### config.mk
export PLATFORM = sky130hd
export DESIGN_NAME = mem_access_unit
export DESIGN_NICKNAME = d
export VERILOG_FILES = /design/src/rtl/mem_access_unit.sv
export SDC_FILE = /design/constraint.sdc
export NUM_CORES = 1
export LEC_CHECK = 0
export ABC_AREA = 1
export BUFFER_PORTS_ARGS = -buffer_cell sky130_fd_sc_hd__buf_2
export CAP_MARGIN = 20
export CORE_ASPECT_RATIO = 1.25
export CORE_MARGIN = 2
export CORE_UTILIZATION = 41
export DETAILED_ROUTE_END_ITERATION = 6
export PLACE_DENSITY_LB_ADDON = 0.1
export SYNTH_ARGS = -nofsm -noshare
export SYNTH_HDL_FRONTEND = slang
export SYNTH_SLANG_ARGS = --single-unit
export TNS_END_PERCENT = 20
### constraint.sdc
create_clock -name clk -period 2.45 [get_ports clk]
set_clock_uncertainty 0.1 [all_clocks]
set_input_delay 0.1225 -clock clk [delete_from_list [all_inputs] [get_ports clk]]
set_output_delay 0.1225 -clock clk [all_outputs]
set_load 0.05 [all_outputs]
### src/rtl/mem_access_unit.sv
// mem_access_unit
//   Load/store sequencer for the EX/MEM slot. Non-memory instructions are
//   written back combinationally in the same cycle. Loads and stores are
//   latched when accepted and issued to the data memory as one beat, or as
//   two beats when the access crosses an NB-byte lane boundary. Load data is
//   reassembled from the beats and then sign- or zero-extended.
//
// Ports
//   clk, rst                      clock, synchronous active-high reset
//   in_valid, mem_en, mem_we      slot valid, load/store, store select
//   size, load_uns                access size (2^size bytes), zero-extend
//   addr_i, wdata_i               effective address, store data
//   rdsrc_i, pc4_i, pcimm_i,
//   imm_i, csr_i                  non-memory result select and sources
//   rd_i, regwrite_i              write-back tags
//   dm_req_valid/ready, dm_addr,
//   dm_we, dm_wstrb, dm_wdata     data memory request channel
//   dm_rvalid, dm_rdata           data memory response (one per request)
//   stall_o                       freeze IF..EX/MEM
//   wb_valid_o, result_o, rd_o,
//   regwrite_o                    write-back
//   fault_o                       one-cycle misalign / illegal-size pulse
//
// state | meaning
// IDLE  | waiting; non-memory ops pass straight through
// REQ0  | first beat request held until ready
// RSP0  | waiting for the first beat response
// REQ1  | second beat request (lane-crossing accesses only)
// RSP1  | waiting for the second beat response
// DONE  | one-cycle write-back of load data or latched result
// FAULT | one-cycle fault pulse, nothing written back
module mem_access_unit #(
  parameter int XLEN           = 32,
  parameter int ADDR_W         = 32,
  parameter int MISALIGN_SPLIT = 1
) (
  input  logic              clk,
  input  logic              rst,
  input  logic              in_valid,
  input  logic              mem_en,
  input  logic              mem_we,
  input  logic [1:0]        size,
  input  logic              load_uns,
  input  logic [ADDR_W-1:0] addr_i,
  input  logic [XLEN-1:0]   wdata_i,
  input  logic [2:0]        rdsrc_i,
  input  logic [XLEN-1:0]   pc4_i,
  input  logic [XLEN-1:0]   pcimm_i,
  input  logic [XLEN-1:0]   imm_i,
  input  logic [XLEN-1:0]   csr_i,
  input  logic [4:0]        rd_i,
  input  logic              regwrite_i,
  output logic              dm_req_valid,
  input  logic              dm_req_ready,
  output logic [ADDR_W-1:0] dm_addr,
  output logic              dm_we,
  output logic [XLEN/8-1:0] dm_wstrb,
  output logic [XLEN-1:0]   dm_wdata,
  input  logic              dm_rvalid,
  input  logic [XLEN-1:0]   dm_rdata,
  output logic              stall_o,
  output logic              wb_valid_o,
  output logic [XLEN-1:0]   result_o,
  output logic [4:0]        rd_o,
  output logic              regwrite_o,
  output logic              fault_o
);

  localparam int NB    = XLEN / 8;
  localparam int OFF_W = $clog2(NB);

  typedef enum logic [2:0] {IDLE, REQ0, RSP0, REQ1, RSP1, DONE, FAULT} state_t;

  state_t            state_q, state_d;
  logic [ADDR_W-1:0] addr_q, addr_d;
  logic [XLEN-1:0]   wdata_q, wdata_d;
  logic [XLEN-1:0]   alt_q, alt_d;
  logic [XLEN-1:0]   rdata0_q, rdata0_d;
  logic [XLEN-1:0]   rdata1_q, rdata1_d;
  logic [1:0]        size_q, size_d;
  logic              uns_q, uns_d;
  logic              we_q, we_d;
  logic              cross_q, cross_d;
  logic [4:0]        rd_q, rd_d;
  logic              regwrite_q, regwrite_d;

  // Incoming instruction decode
  logic [XLEN-1:0]  addr_x;
  logic [XLEN-1:0]  sel_result;
  logic [OFF_W-1:0] in_off;
  logic [3:0]       in_bytes;
  logic             in_cross;
  logic             in_illegal;
  logic             accept;

  assign addr_x     = XLEN'(addr_i);
  assign in_off     = addr_i[OFF_W-1:0];
  assign in_bytes   = 4'd1 << size;
  assign in_cross   = (5'(in_off) + 5'(in_bytes)) > 5'(NB);
  assign in_illegal = (size == 2'd3) && (XLEN < 64);
  assign accept     = !rst && (state_q == IDLE) && in_valid && mem_en;

  always_comb begin
    case (rdsrc_i)
      3'd1:    sel_result = pc4_i;
      3'd2:    sel_result = pcimm_i;
      3'd3:    sel_result = imm_i;
      3'd4:    sel_result = csr_i;
      default: sel_result = addr_x;
    endcase
  end

  // Beat payloads from the latched access. Strobe and data are shifted into
  // a double-width window; the low half is beat 0, the high half beat 1.
  logic [OFF_W-1:0]  off_q;
  logic [3:0]        bytes_q;
  logic [ADDR_W-1:0] base_addr;
  logic [2*NB-1:0]   strb_wide;
  logic [2*XLEN-1:0] data_wide;
  logic [XLEN-1:0]   load_raw;
  logic [6:0]        ld_sh;
  logic [XLEN-1:0]   load_left;
  logic [XLEN-1:0]   load_ext;

  assign off_q     = addr_q[OFF_W-1:0];
  assign bytes_q   = 4'd1 << size_q;
  assign base_addr = addr_q & ~ADDR_W'(NB - 1);
  assign strb_wide = (2*NB)'((16'd1 << bytes_q) - 16'd1) << off_q;
  assign data_wide = {{XLEN{1'b0}}, wdata_q} << {off_q, 3'b000};
  assign load_raw  = XLEN'({rdata1_q, rdata0_q} >> {off_q, 3'b000});
  // Extend from 8*bytes bits by parking the value at the top and shifting back.
  assign ld_sh     = 7'(XLEN) - {bytes_q, 3'b000};
  assign load_left = load_raw << ld_sh;
  assign load_ext  = uns_q ? (load_left >> ld_sh) : XLEN'($signed(load_left) >>> ld_sh);

  always_comb begin
    state_d    = state_q;
    addr_d     = addr_q;
    wdata_d    = wdata_q;
    alt_d      = alt_q;
    rdata0_d   = rdata0_q;
    rdata1_d   = rdata1_q;
    size_d     = size_q;
    uns_d      = uns_q;
    we_d       = we_q;
    cross_d    = cross_q;
    rd_d       = rd_q;
    regwrite_d = regwrite_q;
    case (state_q)
      IDLE: begin
        if (accept) begin
          addr_d     = addr_i;
          wdata_d    = wdata_i;
          alt_d      = sel_result;
          size_d     = size;
          uns_d      = load_uns;
          we_d       = mem_we;
          cross_d    = in_cross;
          rd_d       = rd_i;
          regwrite_d = regwrite_i;
          rdata0_d   = '0;
          rdata1_d   = '0;
          if (in_illegal || (in_cross && (MISALIGN_SPLIT == 0))) state_d = FAULT;
          else                                                    state_d = REQ0;
        end
      end
      REQ0: if (dm_req_ready) state_d = RSP0;
      RSP0: begin
        if (dm_rvalid) begin
          rdata0_d = dm_rdata;
          state_d  = cross_q ? REQ1 : DONE;
        end
      end
      REQ1: if (dm_req_ready) state_d = RSP1;
      RSP1: begin
        if (dm_rvalid) begin
          rdata1_d = dm_rdata;
          state_d  = DONE;
        end
      end
      DONE:    state_d = IDLE;
      FAULT:   state_d = IDLE;
      default: state_d = IDLE;
    endcase
  end

  always_ff @(posedge clk) begin
    if (rst) begin
      state_q    <= IDLE;
      addr_q     <= '0;
      wdata_q    <= '0;
      alt_q      <= '0;
      rdata0_q   <= '0;
      rdata1_q   <= '0;
      size_q     <= '0;
      uns_q      <= 1'b0;
      we_q       <= 1'b0;
      cross_q    <= 1'b0;
      rd_q       <= '0;
      regwrite_q <= 1'b0;
    end else begin
      state_q    <= state_d;
      addr_q     <= addr_d;
      wdata_q    <= wdata_d;
      alt_q      <= alt_d;
      rdata0_q   <= rdata0_d;
      rdata1_q   <= rdata1_d;
      size_q     <= size_d;
      uns_q      <= uns_d;
      we_q       <= we_d;
      cross_q    <= cross_d;
      rd_q       <= rd_d;
      regwrite_q <= regwrite_d;
    end
  end

  always_comb begin
    dm_req_valid = 1'b0;
    dm_addr      = '0;
    dm_we        = 1'b0;
    dm_wstrb     = '0;
    dm_wdata     = '0;
    stall_o      = 1'b0;
    wb_valid_o   = 1'b0;
    result_o     = '0;
    rd_o         = '0;
    regwrite_o   = 1'b0;
    fault_o      = 1'b0;
    case (state_q)
      IDLE: begin
        if (!rst && in_valid && !mem_en) begin
          wb_valid_o = 1'b1;
          result_o   = sel_result;
          rd_o       = rd_i;
          regwrite_o = regwrite_i;
        end
        stall_o = accept;
      end
      REQ0: begin
        dm_req_valid = 1'b1;
        dm_addr      = base_addr;
        dm_we        = we_q;
        if (we_q) begin
          dm_wstrb = strb_wide[NB-1:0];
          dm_wdata = data_wide[XLEN-1:0];
        end
        stall_o = 1'b1;
      end
      REQ1: begin
        dm_req_valid = 1'b1;
        dm_addr      = base_addr + ADDR_W'(NB);
        dm_we        = we_q;
        if (we_q) begin
          dm_wstrb = strb_wide[2*NB-1:NB];
          dm_wdata = data_wide[2*XLEN-1:XLEN];
        end
        stall_o = 1'b1;
      end
      RSP0, RSP1: stall_o = 1'b1;
      DONE: begin
        wb_valid_o = 1'b1;
        result_o   = we_q ? alt_q : load_ext;
        rd_o       = rd_q;
        regwrite_o = regwrite_q && !we_q;
      end
      FAULT:   fault_o = 1'b1;
      default: ;
    endcase
  end

endmodule

==> results.py, run 1 <==
metrics = {
    "run_status": {
        "status": "finished with violations",
        "violations": "setup timing",
    },
    "yosys": {
        "async_flop_share_pct": 0,
        "syn_area_per_cell_um2": 5.97,
        "ys_seq_area_share_pct": 28.3,
        "synth_top_family_by_area": "simple AND/OR/NAND/NOR gates",
        "synth_compound_area_share_pct": 25.8,
        "synth.top_cell.area_share_pct": 28.3,
        "synth_mux_area_share_pct": 0,
        "yosysMostFrequentCell": "nand2_1",
        "synthesis.area_mm2": 0.0117,
        "synth_cells": 1968,
        "synth_common_cells": "nand2_1 (550), o21ai_0 (207), nor2_1 (172)",
        "synth_top_area_cell": "dfxtp_1",
        "synth_ff_type": "dfxtp_1",
        "yosys-top-cells-area": "dfxtp_1 (28%), nand2_1 (18%), o21ai_0 (8.8%), nand3_1 (6.7%), a21oi_1 (6.4%)",
        "ys_types": 48,
        "synth_xor_area_share_pct": 0.821,
        "synth_seq_cells": 166,
        "yosysWarnings": 0,
        "synth-edff-count": 0,
        "synthSimpleGateAreaFrac_pct": 33.3,
        "synth_fa_ha_area_share_pct": 0.810,
    },
    "setup_path": {
        "worst-path-buf-inv": 5,
        "critPathMaxStageDelay_ps": 350,
        "worstPathCellList": "buf_12, nor2_4, ha_4, inv_4, buf_8, o21ai_4, nand2_4, nand4_1, nand2_2, buf_6, a21oi_4, o21bai_4, buf_8",
        "cp.arrival_ps": 2520,
        "cp_common_cell": "buf_8",
        "cp_max_fo": 6,
        "start_kind": "flip-flop",
        "endpoint_kind": "output port",
        "worst_path_dominant_cell_family": "buffers and inverters",
        "cp_slowest_cell": "dfxtp_4",
        "critPathRequiredTime_ps": 2230,
        "path_class": "reg2out",
    },
    "sta": {
        "setup_violations": 33,
        "drv_slew": 0,
        "fmax_mhz": 365,
        "setup_ws_ps": -288,
        "relSlewSlack_pct": 50.5,
        "fin_setup_tns_ps": -6330,
        "worst_pin_slew_ps": 742,
        "period_share_pct": 112,
        "fin_crit_ps": 2740,
        "rsz0062_at_grt": "true",
        "hold_viol": 0,
    },
    "routing": {
        "routed_via_density": 5.57,
        "firstDrtPassIters": 6,
        "routedWlPerCell_um": 19.6,
        "via_count": 15700,
        "drc": 0,
        "drt-total-wl_mm": 55.0,
        "first_iter_violations": 1157,
        "postRouteAntennaNets": 0,
    },
    "floorplanning": {
        "dieArea_mm2": 0.0300,
        "die_x_um": 155,
        "io-pin-count": 354,
        "rows": 69,
        "die_y_um": 193,
        "core_mm2": 0.0283,
        "start_util_pct": 41.5,
    },
    "power": {
        "finalPower_uw": 11500,
        "irDropWorstVdd_uv": 522,
        "power-per-cell-area_mw_per_mm2": 666,
        "cellLeakagePower_uw": 0.00763,
    },
    "clock_tree": {
        "numCtsBuffers": 17,
        "clk_pin_slew_ps": 70,
        "htreeDepth": 4,
        "insertion_delay_ps": 440,
        "cts_root_buffer": "clkbuf_16",
        "cts.sinks": 166,
        "cts_tree": "yes",
        "clk_path_buf_depth": 2,
    },
    "layout": {
        "multi_input_area_mm2": 0.00777,
        "regArea_mm2": 0.00335,
        "finalNonFillerCells": 2812,
        "stdcell_area_mm2": 0.0173,
        "post-route-util_pct": 61.2,
        "syn2layout_area_growth_pct": 47.5,
        "fillers": 2789,
        "finalNetCount": 2692,
        "drive_above_1_share_pct": 27.3,
    },
    "grt": {
        "grt_pass1_vias": 14600,
        "grt_overflow": 0,
        "grt_antenna_before_repair": 2,
        "grt_max_degree": 99,
        "grt_pass1_wl_mm": 82.3,
        "grt_usage_pct": 35.0,
    },
    "placed_design": {
        "numPortBuffers": 351,
        "placedInstanceArea_mm2": 0.0146,
        "gp_congestion": 0.959,
        "hpwl_mm": 41.2,
        "dp_cells": 2650,
    },
    "worst_hold_path": {
        "hold_path.class": "in2reg",
    },
    "job": {
        "max_cap_viol_count": 0,
    },
}
[per-layer routing]
layer / vias to the layer above / track usage, % / wire length (µm)
li1: 7544 / - / -
met1: 7251 / 43.5 / 21900
met2: 729 / 58.3 / 26000
met3: 142 / 4.03 / 3480
met4: 0 / 20.0 / 3620
met5: - / 0 / 0
[area by class of cell]
class                           instances  area share [%]
Inverter                              176            4.01
Tap cell                              355            2.56
Clock inverter                         14           0.795
Timing Repair Buffer                  592            25.8
Sequential cell                       166            19.3
Multi-Input combinational cell       1488            44.9
Antenna cell                            2          0.0289
Timing Repair inverter                  1          0.0433
Clock buffer                           18            2.54
[worst min-delay path, delay by kind of cell]
| family | cells | cell delay (ps) |
|---|---|---|
| buf+inv | 1 | 100 |
| compound gates | 2 | 160 |
| simple gates | 2 | 120 |
[kinds of logic (layout without fill, tap and decap cells)]
| group | Yosys count | in the layout |
|---|---|---|
| simple gates | 944 | 944 |
| compound gates | 523 | 524 |
| buf+inv | 316 | 801 |
| flops | 166 | 166 |
| xor+xnor | 11 | 11 |
| fa+ha+maj | 7 | 7 |
| other cells | 1 | 4 |
[cells in the final DEF (no fill, tap or decap), drive strengths merged, types with 2 or more instances in the layout]
cell type,count
o211ai,6
o21a,2
o31ai,12
a211oi,3
a31oi,17
ha,6
nand4,18
o21ai,221
clkinv,9
a32o,3
nand2,553
buf,481
nand3,159
clkbuf,24
a32oi,8
nor2,184
xor2,9
o21bai,2
nor4,4
o41ai,3
nor3,26
conb,2
a22oi,33
dlygate4sd3,105
xnor2,2
dfxtp,166
clkinvlp,3
inv,179
a221oi,30
a21oi,154
o22ai,25
diode,2
[state kept, by name, indices dropped and copies added, names as in the netlist]
register    cells
addr_q         32
alt_q          32
cross_q         1
rd_q            5
rdata0_q       32
rdata1_q       24
regwrite_q      1
size_q          2
state_q         3
uns_q           1
wdata_q        32
we_q            1
[power by group]
group          total, µW  leakage (µW)  internal [µW]  switching, µW
clock network       2690      0.000287           1380           1310
registers           3320       0.00135           3040            283
logic               5540       0.00599           1970           3570
total              11500       0.00763           6380           5160
[through the flow]
step	hold WS, ps	worst slack, ps
final	22.7	-288
after global routing	17.5	-437
after CTS	4.24	-285
after detailed placement	247	-85.6
after global placement	238	-58.0
after floorplan	135	-632
[final timing paths]
| check | depth (start not counted) | to | from | slack [ps] |
|---|---|---|---|---|
| hold / removal | 5 | alt_q[30]$_SDFFE_PP0P_ | pc4_i[30] | 20 |
| hold reg to reg | 2 | rd_q[3]$_SDFFE_PP0P_ | rd_q[3]$_SDFFE_PP0P_ | 360 |
| setup reg to reg | 11 | rdata0_q[3]$_SDFFE_PP0P_ | state_q[1]$_SDFFE_PP0P_ | 190 |
| setup / recovery | 13 | result_o[23] | size_q[0]$_SDFFE_PP0P_ | -290 |
[timing repair]
action	4_1_cts	5_1_grt
hold buffers	105	0
hold endpoints to repair	132	0
gates cloned	0	4
resized for setup	123	177
endpoints found under the setup margin	89	120
buffers inserted	2	17
pin swaps	14	38
Power figures use the tool's default switching activity.
==> inputs of run 2 (changes only) <==
--- a/config.mk
+++ b/config.mk
@@ -8,9 +8,11 @@
 export ABC_AREA = 1
 export BUFFER_PORTS_ARGS = -buffer_cell sky130_fd_sc_hd__buf_2
 export CAP_MARGIN = 20
+export CELL_PAD_IN_SITES_DETAIL_PLACEMENT = 1
+export CELL_PAD_IN_SITES_GLOBAL_PLACEMENT = 1
 export CORE_ASPECT_RATIO = 1.25
 export CORE_MARGIN = 2
-export CORE_UTILIZATION = 41
+export CORE_UTILIZATION = 32
 export DETAILED_ROUTE_END_ITERATION = 6
 export PLACE_DENSITY_LB_ADDON = 0.1
 export SYNTH_ARGS = -nofsm -noshare
==> run 2 against run 1 <==
The run ends with hold timing, setup timing left. Sequential power hardly changed. Via count is 1.2% higher. Clock-buffer cell count stayed put. Critical path type unchanged. Worst setup slack worse by 100 ps. Global-route usage is 2.9 points lower. Clock power is 8.9% higher. Die area is 27% higher. Routed wire length is 14% higher. First-iteration DRC count is 39% lower. Combinational power is 10% higher. Register-to-register slack better by 70 ps. Worst hold slack worse by 52 ps.
==> results.py, run 2 (synthesized netlist as in run 1, its figures left out) <==
metrics = {
    "run_status": {
        "status": "finished with violations",
        "violations": "hold timing, setup timing",
    },
    "setup_path": {
        "rrSetupSlack_ps": 260,
        "cp_slowest_cell": "dfxtp_4",
        "r2r_end": "rdata0_q[26]$_SDFFE_PP0P_",
        "critPathMaxStageDelay_ps": 370,
        "rr_startpoint": "state_q[1]$_SDFFE_PP0P_",
        "cp_common_cell": "nand2_1",
        "path_class": "reg2out",
        "cp.arrival_ps": 2620,
        "worstPathCellList": "nor2_4, ha_4, nor2_4, nand3_1, nand2_1, inv_2, buf_4, nand3_4, nand3_2, buf_6, nand3_1, nand2_1, nand2_1, nand2_2, buf_8",
        "cp_max_fo": 7,
        "critPathRequiredTime_ps": 2230,
        "start_kind": "flip-flop",
        "endpoint_kind": "output port",
        "r2r_cells": 11,
    },
    "floorplanning": {
        "io-pin-count": 354,
        "start_util_pct": 32.4,
        "die_y_um": 218,
        "rows": 78,
        "die_x_um": 175,
        "core_mm2": 0.0362,
        "dieArea_mm2": 0.0382,
    },
    "power": {
        "cellLeakagePower_uw": 0.00801,
        "power-per-cell-area_mw_per_mm2": 675,
        "irDropWorstVdd_uv": 497,
    },
    "routing": {
        "postRouteAntennaNets": 0,
        "routed_via_density": 5.34,
        "first_iter_violations": 711,
        "drc": 0,
        "drt-total-wl_mm": 62.8,
        "via_count": 15900,
        "firstDrtPassIters": 4,
        "routedWlPerCell_um": 21.1,
    },
    "sta": {
        "whs_ps": -29.3,
        "period_share_pct": 116,
        "setup_ws_ps": -389,
        "relSlewSlack_pct": 49.0,
        "hold_viol": 1,
        "fmax_mhz": 352,
        "drv_slew": 0,
        "setup_violations": 57,
        "fin_crit_ps": 2840,
        "rsz0062_at_grt": "true",
        "worst_pin_slew_ps": 765,
    },
    "layout": {
        "mostFrequentLayoutCells": "nand2_1 (497), buf_2 (262), o21ai_0 (194), buf_4 (169), nor2_1 (159)",
        "syn2layout_area_growth_pct": 55.9,
        "stdcell_area_mm2": 0.0183,
        "mostFrequentLayoutCell": "nand2_1",
        "drive_above_1_share_pct": 30.7,
        "finalNetCount": 2729,
    },
    "clock_tree": {
        "clk_path_buf_depth": 2,
        "insertion_delay_ps": 460,
        "cts_tree": "yes",
        "clk_pin_slew_ps": 70,
        "htreeDepth": 4,
        "cts.sinks": 166,
        "cts_root_buffer": "clkbuf_16",
        "numCtsBuffers": 17,
    },
    "placed_design": {
        "hpwl_mm": 46.8,
        "placedInstanceArea_mm2": 0.0150,
        "numPortBuffers": 351,
        "gp_congestion": 0.981,
        "place_ws_ps": -267,
    },
    "worst_hold_path": {
        "min-delay-start": "addr_i[19]",
        "hold_path.class": "in2reg",
        "whs_path_depth": 3,
        "hold_path_end": "addr_q[19]$_SDFFE_PP0P_",
    },
    "grt": {
        "grt_pass1_wl_mm": 95.2,
        "grt_max_degree": 101,
        "grt_overflow": 0,
        "grt_usage_pct": 32.1,
        "grt_antenna_before_repair": 3,
        "grt_pass1_vias": 16300,
    },
    "job": {
        "max_cap_viol_count": 0,
    },
}
## run 2: timing repair
| action | in CTS | in global routing |
|---|---|---|
| pin swaps | 42 | 40 |
| gates resized for setup | 237 | 130 |
| endpoints found under the hold margin | 134 | 0 |
| gates cloned | 4 | 0 |
| hold buffers | 108 | 0 |
| setup endpoints to repair | 103 | 131 |
| buffers inserted | 14 | 23 |
## run 2: worst max-delay path by stage
stage,startpoint,to,slack [ps],cells past startpoint
floorplan,addr_q[0]$_SDFFE_PP0P_,dm_wdata[21],-630,7
global placement,size_q[0]$_SDFFE_PP0P_,result_o[16],-240,12
detailed placement,size_q[0]$_SDFFE_PP0P_,result_o[18],-270,12
CTS,size_q[1]$_SDFFE_PP0P_,result_o[29],-320,16
global route,size_q[1]$_SDFFE_PP0P_,result_o[24],-520,14
finish,size_q[1]$_SDFFE_PP0P_,result_o[24],-390,15
## run 2: critical path: cells and delay by family, from the launching register on
| family | cells | cell delay (ps) |
|---|---|---|
| simple gates | 10 | 1000 |
| buf+inv | 4 | 510 |
| flops | 1 | 370 |
| fa+ha+maj | 1 | 270 |
## run 2: per-layer routing
layer | vias up | wire [µm] | share of wire (%) | global-route usage, %
met1 | 7674 | 26100 | 41 | 37.6
met2 | 443 | 31400 | 50 | 57.7
met3 | 118 | 2600 | 4.1 | 4.31
li1 | 7618 | - | - | -
met4 | 4 | 2680 | 4.3 | 14.7
met5 | - | 24 | 0.038 | 0
## run 2: area by class of cell
type,count,area [µm²]
antenna,1,2.50
clock buffer,18,429
clock inverter,13,171
fill,4725,17900
inverter,176,701
multi-input combinational,1487,8020
sequential,166,3360
tap,480,601
timing repair buffer,631,5020
## run 2: power breakdown
group / total, µW / leakage [µW] / switching [µW] / internal [µW]
clock: 2930 / 0.000293 / 1310 / 1620
sequential: 3320 / 0.00136 / 281 / 3040
combinational: 6100 / 0.00637 / 3840 / 2260
total: 12300 / 0.00801 / 5440 / 6910
## run 2: stage by stage
stage | hold slack [ps] | TNS, ps | cells | power, µW | utilization, %
3_3_place_gp | 236 | -657 | 2794 | 8350 | 41.5
5_1_grt | -25.1 | -18360 | 2972 | 13000 | 50.6
2_1_floorplan | 135 | -6910 | 1969 | 6380 | -
6_report | -29.3 | -10350 | 2972 | 12300 | 50.6
3_5_place_dp | 235 | -1380 | 2794 | 8420 | 41.5
4_1_cts | 10.7 | -13420 | 2951 | 12100 | 49.0
